**src/rtl/apb_cmd_master.sv**
```systemverilog
// Single-outstanding APB4 initiator: turns a valid/ready command stream into
// SETUP/ACCESS transfers and returns one response per command.
module apb_cmd_master #(
  parameter int ADDR_WIDTH = 8,
  parameter int DATA_WIDTH = 32,
  parameter int TIMEOUT    = 16
) (
  input  logic                    clk,
  input  logic                    rst_n,
  input  logic                    cmd_valid_i,
  output logic                    cmd_ready_o,
  input  logic                    cmd_write_i,
  input  logic [ADDR_WIDTH-1:0]   cmd_addr_i,
  input  logic [DATA_WIDTH-1:0]   cmd_wdata_i,
  input  logic [DATA_WIDTH/8-1:0] cmd_strb_i,
  output logic                    rsp_valid_o,
  input  logic                    rsp_ready_i,
  output logic [DATA_WIDTH-1:0]   rsp_rdata_o,
  output logic                    rsp_err_o,
  output logic                    rsp_timeout_o,
  output logic [ADDR_WIDTH-1:0]   apb_addr_o,
  output logic                    apb_sel_o,
  output logic                    apb_en_o,
  output logic                    apb_wr_o,
  output logic [DATA_WIDTH-1:0]   apb_wdata_o,
  output logic [DATA_WIDTH/8-1:0] apb_strb_o,
  input  logic [DATA_WIDTH-1:0]   apb_rdata_i,
  input  logic                    apb_ready_i,
  input  logic                    apb_err_i,
  output logic [1:0]              dbg_state_o
);
  // Handshakes: a command moves when cmd_valid_i && cmd_ready_o on a rising
  // edge; a response moves when rsp_valid_o && rsp_ready_i. Once raised,
  // rsp_valid_o and all rsp_* fields hold until the handshake.
  localparam int SW = DATA_WIDTH / 8;
  localparam int CW = $clog2(TIMEOUT + 1);

  typedef enum logic [1:0] {IDLE = 2'd0, SETUP = 2'd1, ACCESS = 2'd2, RESP = 2'd3} state_t;

  state_t                state_q, state_d;
  logic [ADDR_WIDTH-1:0] addr_q, addr_d;
  logic                  sel_q, sel_d;
  logic                  en_q, en_d;
  logic                  wr_q, wr_d;
  logic [DATA_WIDTH-1:0] wdata_q, wdata_d;
  logic [SW-1:0]         strb_q, strb_d;
  logic                  rvalid_q, rvalid_d;
  logic [DATA_WIDTH-1:0] rdata_q, rdata_d;
  logic                  err_q, err_d;
  logic                  tmo_q, tmo_d;
  logic [CW-1:0]         cnt_q, cnt_d;

  always_ff @(posedge clk or negedge rst_n) begin
    if (!rst_n) begin
      state_q  <= IDLE;
      addr_q   <= '0;
      sel_q    <= 1'b0;
      en_q     <= 1'b0;
      wr_q     <= 1'b0;
      wdata_q  <= '0;
      strb_q   <= '0;
      rvalid_q <= 1'b0;
      rdata_q  <= '0;
      err_q    <= 1'b0;
      tmo_q    <= 1'b0;
      cnt_q    <= '0;
    end else begin
      state_q  <= state_d;
      addr_q   <= addr_d;
      sel_q    <= sel_d;
      en_q     <= en_d;
      wr_q     <= wr_d;
      wdata_q  <= wdata_d;
      strb_q   <= strb_d;
      rvalid_q <= rvalid_d;
      rdata_q  <= rdata_d;
      err_q    <= err_d;
      tmo_q    <= tmo_d;
      cnt_q    <= cnt_d;
    end
  end

  always_comb begin
    state_d  = state_q;
    addr_d   = addr_q;
    sel_d    = sel_q;
    en_d     = en_q;
    wr_d     = wr_q;
    wdata_d  = wdata_q;
    strb_d   = strb_q;
    rvalid_d = rvalid_q;
    rdata_d  = rdata_q;
    err_d    = err_q;
    tmo_d    = tmo_q;
    cnt_d    = cnt_q;
    case (state_q)
      IDLE: begin
        if (cmd_valid_i) begin
          addr_d  = cmd_addr_i;
          wr_d    = cmd_write_i;
          wdata_d = cmd_wdata_i;
          strb_d  = cmd_write_i ? cmd_strb_i : '0;
          sel_d   = 1'b1;
          state_d = SETUP;
        end
      end
      SETUP: begin
        en_d    = 1'b1;
        cnt_d   = '0;
        state_d = ACCESS;
      end
      ACCESS: begin
        if (apb_ready_i) begin
          rdata_d  = wr_q ? '0 : apb_rdata_i;
          err_d    = apb_err_i;
          tmo_d    = 1'b0;
          sel_d    = 1'b0;
          en_d     = 1'b0;
          strb_d   = '0;
          rvalid_d = 1'b1;
          state_d  = RESP;
        end else if (cnt_q == CW'(TIMEOUT - 1)) begin
          // This cycle is the TIMEOUT-th ACCESS cycle without PREADY.
          rdata_d  = '0;
          err_d    = 1'b1;
          tmo_d    = 1'b1;
          sel_d    = 1'b0;
          en_d     = 1'b0;
          strb_d   = '0;
          rvalid_d = 1'b1;
          state_d  = RESP;
        end else begin
          cnt_d = cnt_q + CW'(1);
        end
      end
      RESP: begin
        if (rsp_ready_i) begin
          rvalid_d = 1'b0;
          state_d  = IDLE;
        end
      end
      default: state_d = IDLE;
    endcase
  end

  assign cmd_ready_o   = (state_q == IDLE);
  assign rsp_valid_o   = rvalid_q;
  assign rsp_rdata_o   = rdata_q;
  assign rsp_err_o     = err_q;
  assign rsp_timeout_o = tmo_q;
  assign apb_addr_o    = addr_q;
  assign apb_sel_o     = sel_q;
  assign apb_en_o      = en_q;
  assign apb_wr_o      = wr_q;
  assign apb_wdata_o   = wdata_q;
  assign apb_strb_o    = strb_q;
  assign dbg_state_o   = state_q;
endmodule

```
**config.mk**
```make
export PLATFORM = sky130hd
export DESIGN_NAME = apb_cmd_master
export DESIGN_NICKNAME = d
export VERILOG_FILES = /design/src/rtl/apb_cmd_master.sv
export SDC_FILE = /design/constraint.sdc
export NUM_CORES = 1
export LEC_CHECK = 0
export BUFFER_PORTS_ARGS = -buffer_cell sky130_fd_sc_hd__buf_4
export CAP_MARGIN = 0
export CORE_MARGIN = 4
export CORE_UTILIZATION = 41
export DETAILED_ROUTE_END_ITERATION = 10
export GPL_TIMING_DRIVEN = 0
export MAX_ROUTING_LAYER = met4
export PLACE_DENSITY = 0.75
export RECOVER_POWER = 25
export SLEW_MARGIN = 40
export SYNTH_ARGS = -nofsm -noshare
export SYNTH_HDL_FRONTEND = slang
export SYNTH_SLANG_ARGS = --single-unit
```
**constraint.sdc**
```tcl
create_clock -name clk -period 1.75 [get_ports clk]
set_clock_uncertainty 0.05 [all_clocks]
set_input_delay 0.175 -clock clk [delete_from_list [all_inputs] [get_ports clk]]
set_output_delay 0.175 -clock clk [all_outputs]
set_load 0.01 [all_outputs]
```
* After elaboration in Yosys (flattened, before gate mapping)
Index checks and enable logic that the tools add are counted.
** Cells by class
- Multiplexer cells :: 27
- Equality and inequality tests :: 9
- Add/sub/neg operators :: 1
- Reduce and logical (&&, ||, !) cells :: 12
** Operators with widths (count)
- $mux W32 :: 3
- $mux W4 :: 4
- $reduce_and A3 Y1 :: 4
- $mux W5 :: 2
- $pmux W5 S2 :: 1
- $mux W1 :: 8
- $mux W2 :: 4
- $ne A2 B2 Y1 const B :: 4
- $pmux W2 S4 :: 1
- $pmux W4 S2 :: 1
- $reduce_bool A2 Y1 :: 4
- $pmux W1 S2 :: 3
- $reduce_and A2 Y1 :: 3
- $add A5 B1 Y5 const B :: 1
- $eq A5 B4 Y1 const B :: 1
- $eq A2 B2 Y1 const B :: 2
- $ne A3 B3 Y1 const B :: 1
- $eq A2 B1 Y1 const B :: 1
- $logic_not A2 Y1 :: 1
** Word-level totals
- Logic and storage cells :: 61
- Output and inout port bits :: 85
- Flip-flop bits (word level) :: 89

* Longest topological paths before layout
Gate-level depths: netlist of the first run.
- Word-level depth :: 4
- Depth in mapped cells :: 7
- Gate-level depth less buffers :: 6

* Worst setup path after synthesis of the first run
No wires, ideal clock.
- Kind :: reg-to-reg
- Start :: register cnt_q[0]
- End :: register cnt_q[3]
- Stages on the path, launching flop included :: 7
- Library setup time :: 0.126 ns
- Buffers on the path :: 0
- Slack :: -0.085 ns
- Arrival time :: 1.658 ns
- Data required time :: 1.574 ns
- Clock period less this slack :: 1.835 ns
- Path through :: dfrtp_1 ha_1 and3_1 ha_1 o21ai_2 nand2b_1 a311o_1
** On the way
- Cells in the longest elaborated chain, start to end :: 4
- Elaborated cells on any way between the ends :: 7
- Those cells by class :: add/sub: 1; eq/ne: 2; mux: 3; reduce/logical: 1
** Ends and longest elaborated chain
- start: declaration :: RTL line 51 : logic [CW-1:0] cnt_q, cnt_d;
- start signal: assignment :: RTL line 79 : cnt_q <= cnt_d;
- $add A5 B1 Y5 :: RTL line 133 : cnt_d = cnt_q + CW'(1);
- $mux W5 :: RTL line 122 : end else if (cnt_q == CW'(TIMEOUT - 1)) begin
- $mux W5 :: RTL line 113 : if (apb_ready_i) begin
- $pmux W5 S2 :: RTL line 96 : case (state_q)
Several ways; a longest one is shown, not always the timed one. The select of a mux whose other input is x is not followed.
A chain may end at the register's enable or synchronous reset.

* Worst setup path after layout of the first run
- Start :: register cnt_q[0]
- End :: register cnt_q[4]
The elaborated chain is that of the path after synthesis.

==> results of run 1 <==
## cell families (layout without fill, tap and decap cells)
group | count (synthesis) | after routing | synth area share [%]
adder cells (fa/ha/maj) | 6 | 6 | 2.15
AO/OA/AOI/OAI | 57 | 57 | 14.0
multiplexers | 43 | 43 | 13.8
flip-flops | 89 | 89 | 63.8
buffers and inverters | 21 | 260 | 2.76
AND/OR/NAND/NOR | 22 | 22 | 3.41
## power by group through the flow
stage	registers (uW)	clock network (uW)	logic, uW
6_report	3540	1740	4450
5_1_grt	3650	1870	4790
4_1_cts	3510	1780	4330
3_5_place_dp	3550	0	4130
3_3_place_gp	3510	0	4040
2_1_floorplan	3930	0	1650
## per-layer routing
| metal | wire length (um) | part of all wire (%) |
|---|---|---|
| met1 | 4160 | 42 |
| met2 | 4870 | 49 |
| met3 | 671 | 6.8 |
| met4 | 211 | 2.1 |
| met5 | 0 | 0 |
## metrics by stage
| stage | cells | hold slack (ps) | setup slack (ps) | util [%] |
|---|---|---|---|---|
| 2_1_floorplan | 238 | -171 | 0.933 | - |
| 3_3_place_gp | 509 | 343 | -158 | 59.0 |
| 3_5_place_dp | 509 | 248 | -217 | 59.0 |
| 4_1_cts | 574 | 0.319 | -17.2 | 68.7 |
| 5_1_grt | 582 | 1.84 | -65.4 | 70.4 |
| 6_report | 582 | 13.8 | -14.7 | 70.4 |
## registers in the layout, summed over array words and instances, names as in the netlist
| register | count |
|---|---|
| rsp_rdata_o | 32 |
| dbg_state_o | 2 |
| rsp_timeout_o | 1 |
| apb_sel_o | 1 |
| rsp_valid_o | 1 |
| apb_wdata_o | 32 |
| apb_en_o | 1 |
| apb_strb_o | 4 |
| cnt_q | 5 |
| apb_wr_o | 1 |
| rsp_err_o | 1 |
| apb_addr_o | 8 |
## worst max-delay path, stage by stage (launching register included)
cell       delay, ps
dfrtp_1          420
ha_4             170
and3_4           180
ha_4             190
or3b_4           410
a2bb2oi_2        140
o22ai_1          120
## cell usage after synthesis (2+ instances only)
cell type | count | area, um2
a21oi_1 | 4 | 20.0
a22o_1 | 38 | 333
buf_2 | 14 | 70.1
dfrtp_1 | 89 | 2230
ha_1 | 6 | 75.1
inv_1 | 7 | 26.3
mux2_2 | 41 | 462
mux2i_1 | 2 | 20.0
nand2_1 | 6 | 22.5
nor2_1 | 5 | 18.8
o21ai_0 | 2 | 10.0
o2bb2ai_1 | 2 | 17.5
## what timing repair did
item / in CTS / in global routing
hold buffers: 45 / 6
cloned: 0 / 0
gates resized for setup: 18 / 18
setup buffers: 4 / 2
endpoints found under the hold margin: 133 / 6
pin swaps: 4 / 8
endpoints found under the setup margin: 84 / 45
## layout make-up
cell class | count | area (um2)
clock buffers | 10 | 138
multi-input cells | 128 | 1260
clock inverters | 6 | 114
inverters | 7 | 26.3
fillers | 577 | 2440
plain buffers | 14 | 111
well taps | 105 | 131
flip-flops and latches | 89 | 2230
repair buffers | 223 | 1800
## final timing paths
path                                  startpoint                           to  slack [ps]  depth (start not counted)
max                         cnt_q[0]$_DFFE_PN0P_         cnt_q[4]$_DFFE_PN0P_         -10                          6
min                              cmd_wdata_i[15]  apb_wdata_o[15]$_DFFE_PN0P_          10                          2
max reg2reg                 cnt_q[0]$_DFFE_PN0P_         cnt_q[4]$_DFFE_PN0P_         -10                          6
min reg2reg                apb_sel_o$_DFFE_PN0P_        apb_sel_o$_DFFE_PN0P_         460                          1
max in group asynchronous                  rst_n         apb_wr_o$_DFFE_PN0P_         320                          2
min in group asynchronous                  rst_n  rsp_rdata_o[18]$_DFFE_PN0P_         590                          2
==> results.md, run 1 <==
* Post-DP Area at 0.00487 mm2
* Cell count after synthesis at 238
* Psw at 3200 uW
* Area Overhead vs Synth at 66.7%
* Antenna fix cells at 0
* Met2 GRT Util at 31.2%
* Post-DR vias/cell at 5.02
* Initial antenna violation count at 0
* Gr usage total at 19.9%
* Pre-antenna DRT Iters at 4
* TritonCTS clock tree: yes
* RSZ-0062 raised after global routing: true
* Post-Syn Nets at 327
* Max clock buf depth at 2
* Vias in the first global route at 3143
* Worst-path clk slew at 90 ps
* Critical path arrival at 1970 ps
* Power Density at 1670 mW/mm2
* Worst-margin pin slew at 1180 ps
* Total CTS buffers at 9
* Failing checks: setup timing
* Crit path kind: flop to flop
* Share of post-route cells with drive strength above 1 at 55.3%
* Met3 usage at 3.82%
* Lkg Pwr at 0.00284 uW
* CP Data Required Time at 1960 ps
* Finish-stage setup viols at 1
* Root buffer selected by CTS: clkbuf_8
* Worst skew pair latency at 340 ps
* Crit end category: flop
* DRC at 0
* Hpwl dp at 6460 um
* Remaining antenna violation count at 0
* Slew margin rel. at 21.2%
* Setup TNS at -14.7 ps
* Final Hold Fails at 0
* Routed WL at 9910 um
* Die area at 0.0100 mm2
* Boundary Pins at 168
* Commonest cells after routing, fill and taps aside: buf_4 (180), dfrtp_1 (89), dlygate4sd3_1 (51)
* Sw Ratio at 32.9%
* H-tree depth at 3
* Nets at 561
* Register bit count reported by yosys at 89
* Highest clock rate at 567 MHz
* Final worst slack at -14.7 ps
* Max-slew violation count at 0
* Most common cell after layout, fill and taps aside: buf_4
* Global-route wire length before repair at 15400 um
* Initial Util at 42.2%
* Period utilisation layout at 101%
* Ys async rst share at 100%
* Die Y at 100 um
* Die X at 100 um
* Largest net degree at the start of global routing at 90
* GRT met1 Usage at 26.0%
* Wire per inst at 17.0 um
* Final Cell Area at 0.00581 mm2
* Peak supply drop at 0.917 mV
* Max-cap violations at 0
* Clock network fraction of total power at 17.9%
* Vias at 2920
* Busiest grt layer: met2
* Outcome: finished, violations left
* Worst Hold Class: input port to flop
* CP Launch Type: flop
* Syn_area_per_cell at 14.7 um2
* Maximum fanout along the worst path at 7
* Port bufs at 166
* Post-synth EDFFs at 0
* Sequential power share at 36.4%
* Internal Power at 6520 uW
* Post-Syn Area at 0.00349 mm2
* Core area at 0.00826 mm2
* GPL Wtd Cong at 0.781
* Predominant post-synthesis flop cell: dfrtp_1
* Count of cell types in the netlist at 34
* Power Total at 9730 uW
* Comb pwr share at 45.7%
* Grt ovf at 0
* Seq/Total Area, Yosys at 63.8%
* Row count at 33
* Syn. warnings at 0
* Period minus WS final at 1760 ps
* Clock sink count at 89
* Iter 0 DRT Violations at 71
(Power assumes the default switching activity.)
==> run 2: changes to the inputs <==
SKIP_LAST_GASP = 1   (was not set)
==> run 2 against run 1 <==
  * The flow still finishes with violations (setup timing)
  * Global-route usage decreased by 0.091 points
  * Hold slack improved by 0.61 ps
  * Die area unchanged
  * Final area about the same
  * Routed wire length about the same
  * Via count decreased by 0.58%
  * Count of clock-buffer cells in the layout unchanged
  * Clock power about the same
  * Non-clock buffer count unchanged
  * Register-to-register slack about the same
  * Sequential power about the same
==> results.md, run 2 (synthesis gave the netlist of run 1 again) <==
* Total CTS buffers at 9
* Final Hold Fails at 0
* Layout Utilization at 70.4%
* DRC at 0
* Period minus WS final at 1770 ps
* GPL Wtd Cong at 0.781
* Highest clock rate at 565 MHz
* Initial Util at 42.2%
* Hpwl dp at 6460 um
* Vias in the first global route at 3128
* Remaining antenna violation count at 0
* Critical path arrival at 1980 ps
* Finish-stage setup viols at 1
* Wire per inst at 17.0 um
* Final worst slack at -18.7 ps
* Gr usage total at 19.8%
* Iter 0 DRT Violations at 68
* RSZ-0062 raised after global routing: true
* Area Overhead vs Synth at 66.6%
* Row count at 33
* Routed WL at 9900 um
* Maximum fanout along the worst path at 7
* Peak supply drop at 0.916 mV
* Max-cap violations at 0
* Max clock buf depth at 2
* Slew margin rel. at 21.1%
* Final hold slack at 14.5 ps
* Core area at 0.00826 mm2
* H-tree depth at 3
* Crit end category: flop
* Worst skew pair latency at 340 ps
* Most common cell after layout, fill and taps aside: buf_4
* CP Data Required Time at 1960 ps
* Die area at 0.0100 mm2
* Placed cells at 509
* Grt ovf at 0
* Share of post-route cells with drive strength above 1 at 55.3%
* Worst-path clk slew at 90 ps
* Die Y at 100 um
* Clock sink count at 89
* Pre-antenna DRT Iters at 4
* Post-place setup slack at -217 ps
* Port bufs at 166
* Die X at 100 um
* Power Density at 1670 mW/mm2
* Worst-margin pin slew at 1180 ps
* Failing checks: setup timing
* Max-slew violation count at 0
* Vias at 2903
* Commonest cells after routing, fill and taps aside: buf_4 (181), dfrtp_1 (89), dlygate4sd3_1 (51)
* Crit path kind: flop to flop
* Outcome: finished, violations left
* Non-filler instance count after layout at 582
* Worst Hold Class: input port to flop
* Global-route wire length before repair at 15300 um
* Power Total at 9710 uW
* Period utilisation layout at 101%
* Lkg Pwr at 0.00284 uW
* Antenna fix cells at 0
* TritonCTS clock tree: yes
* Nets at 561
* Post-DR vias/cell at 4.99
* Initial antenna violation count at 0
* Boundary Pins at 168
* CP Launch Type: flop
* Root buffer selected by CTS: clkbuf_8
* Largest net degree at the start of global routing at 90
==> run 2: cell types whose count changed in the layout (fill, tap and decap cells not counted) <==
cell   previous run  this run
buf_4           180       181
buf_6             3         2
==> run 2: critical path: stages (launching register included) <==
cell       delay (ps)
dfrtp_1           420
ha_4              170
and3_4            180
ha_4              190
or3b_4            410
a2bb2oi_2         140
o22ai_1           120
==> run 2: what timing repair did <==
item / CTS / global route
setup buffers: 4 / 2
hold buffers: 45 / 6
endpoints found under the setup margin: 84 / 45
gates cloned: 0 / 0
gates resized for setup: 16 / 19
endpoints found under the hold margin: 133 / 6
pin swaps: 4 / 8
==> run 2: layout make-up <==
| class | instances | area, um2 |
|---|---|---|
| Buffer | 14 | 108 |
| Clock buffer | 10 | 138 |
| Clock inverter | 6 | 114 |
| Fill cell | 576 | 2450 |
| Inverter | 7 | 26.3 |
| Multi-Input combinational cell | 128 | 1260 |
| Sequential cell | 89 | 2230 |
| Tap cell | 105 | 131 |
| Timing Repair Buffer | 223 | 1800 |
==> run 2: metrics by stage <==
| step | setup TNS [ps] | area, um2 |
|---|---|---|
| after floorplan | 0 | 3490 |
| after global routing | -765 | 5810 |
| after detailed placement | -8350 | 4870 |
| after global placement | -5290 | 4870 |
| final | -18.7 | 5810 |
| after CTS | -58.7 | 5670 |
==> run 2: where the power goes <==
| group | internal (uW) | switching, uW | total (uW) |
|---|---|---|---|
| logic | 2540 | 1900 | 4430 |
| registers | 2990 | 549 | 3540 |
| clock network | 993 | 748 | 1740 |
| total | 6520 | 3200 | 9710 |
==> run 2: metal layers <==
metal | wire, um | GRT usage (%)
met2 | 4910 | 31.2
met4 | 171 | 6.11
met1 | 4160 | 26.1
met5 | 0 | -
met3 | 649 | 3.82
==> run 2: final timing paths <==
| path | startpoint | to | slack [ps] | cells past startpoint |
|---|---|---|---|---|
| hold / removal | cmd_wdata_i[15] | apb_wdata_o[15]$_DFFE_PN0P_ | 10 | 2 |
| max in group asynchronous | rst_n | apb_wr_o$_DFFE_PN0P_ | 320 | 2 |
| hold reg to reg | apb_sel_o$_DFFE_PN0P_ | apb_sel_o$_DFFE_PN0P_ | 460 | 1 |
| setup / recovery | cnt_q[1]$_DFFE_PN0P_ | cnt_q[4]$_DFFE_PN0P_ | -20 | 6 |
| min in group asynchronous | rst_n | rsp_rdata_o[18]$_DFFE_PN0P_ | 580 | 2 |
| setup reg to reg | cnt_q[1]$_DFFE_PN0P_ | cnt_q[4]$_DFFE_PN0P_ | -20 | 6 |
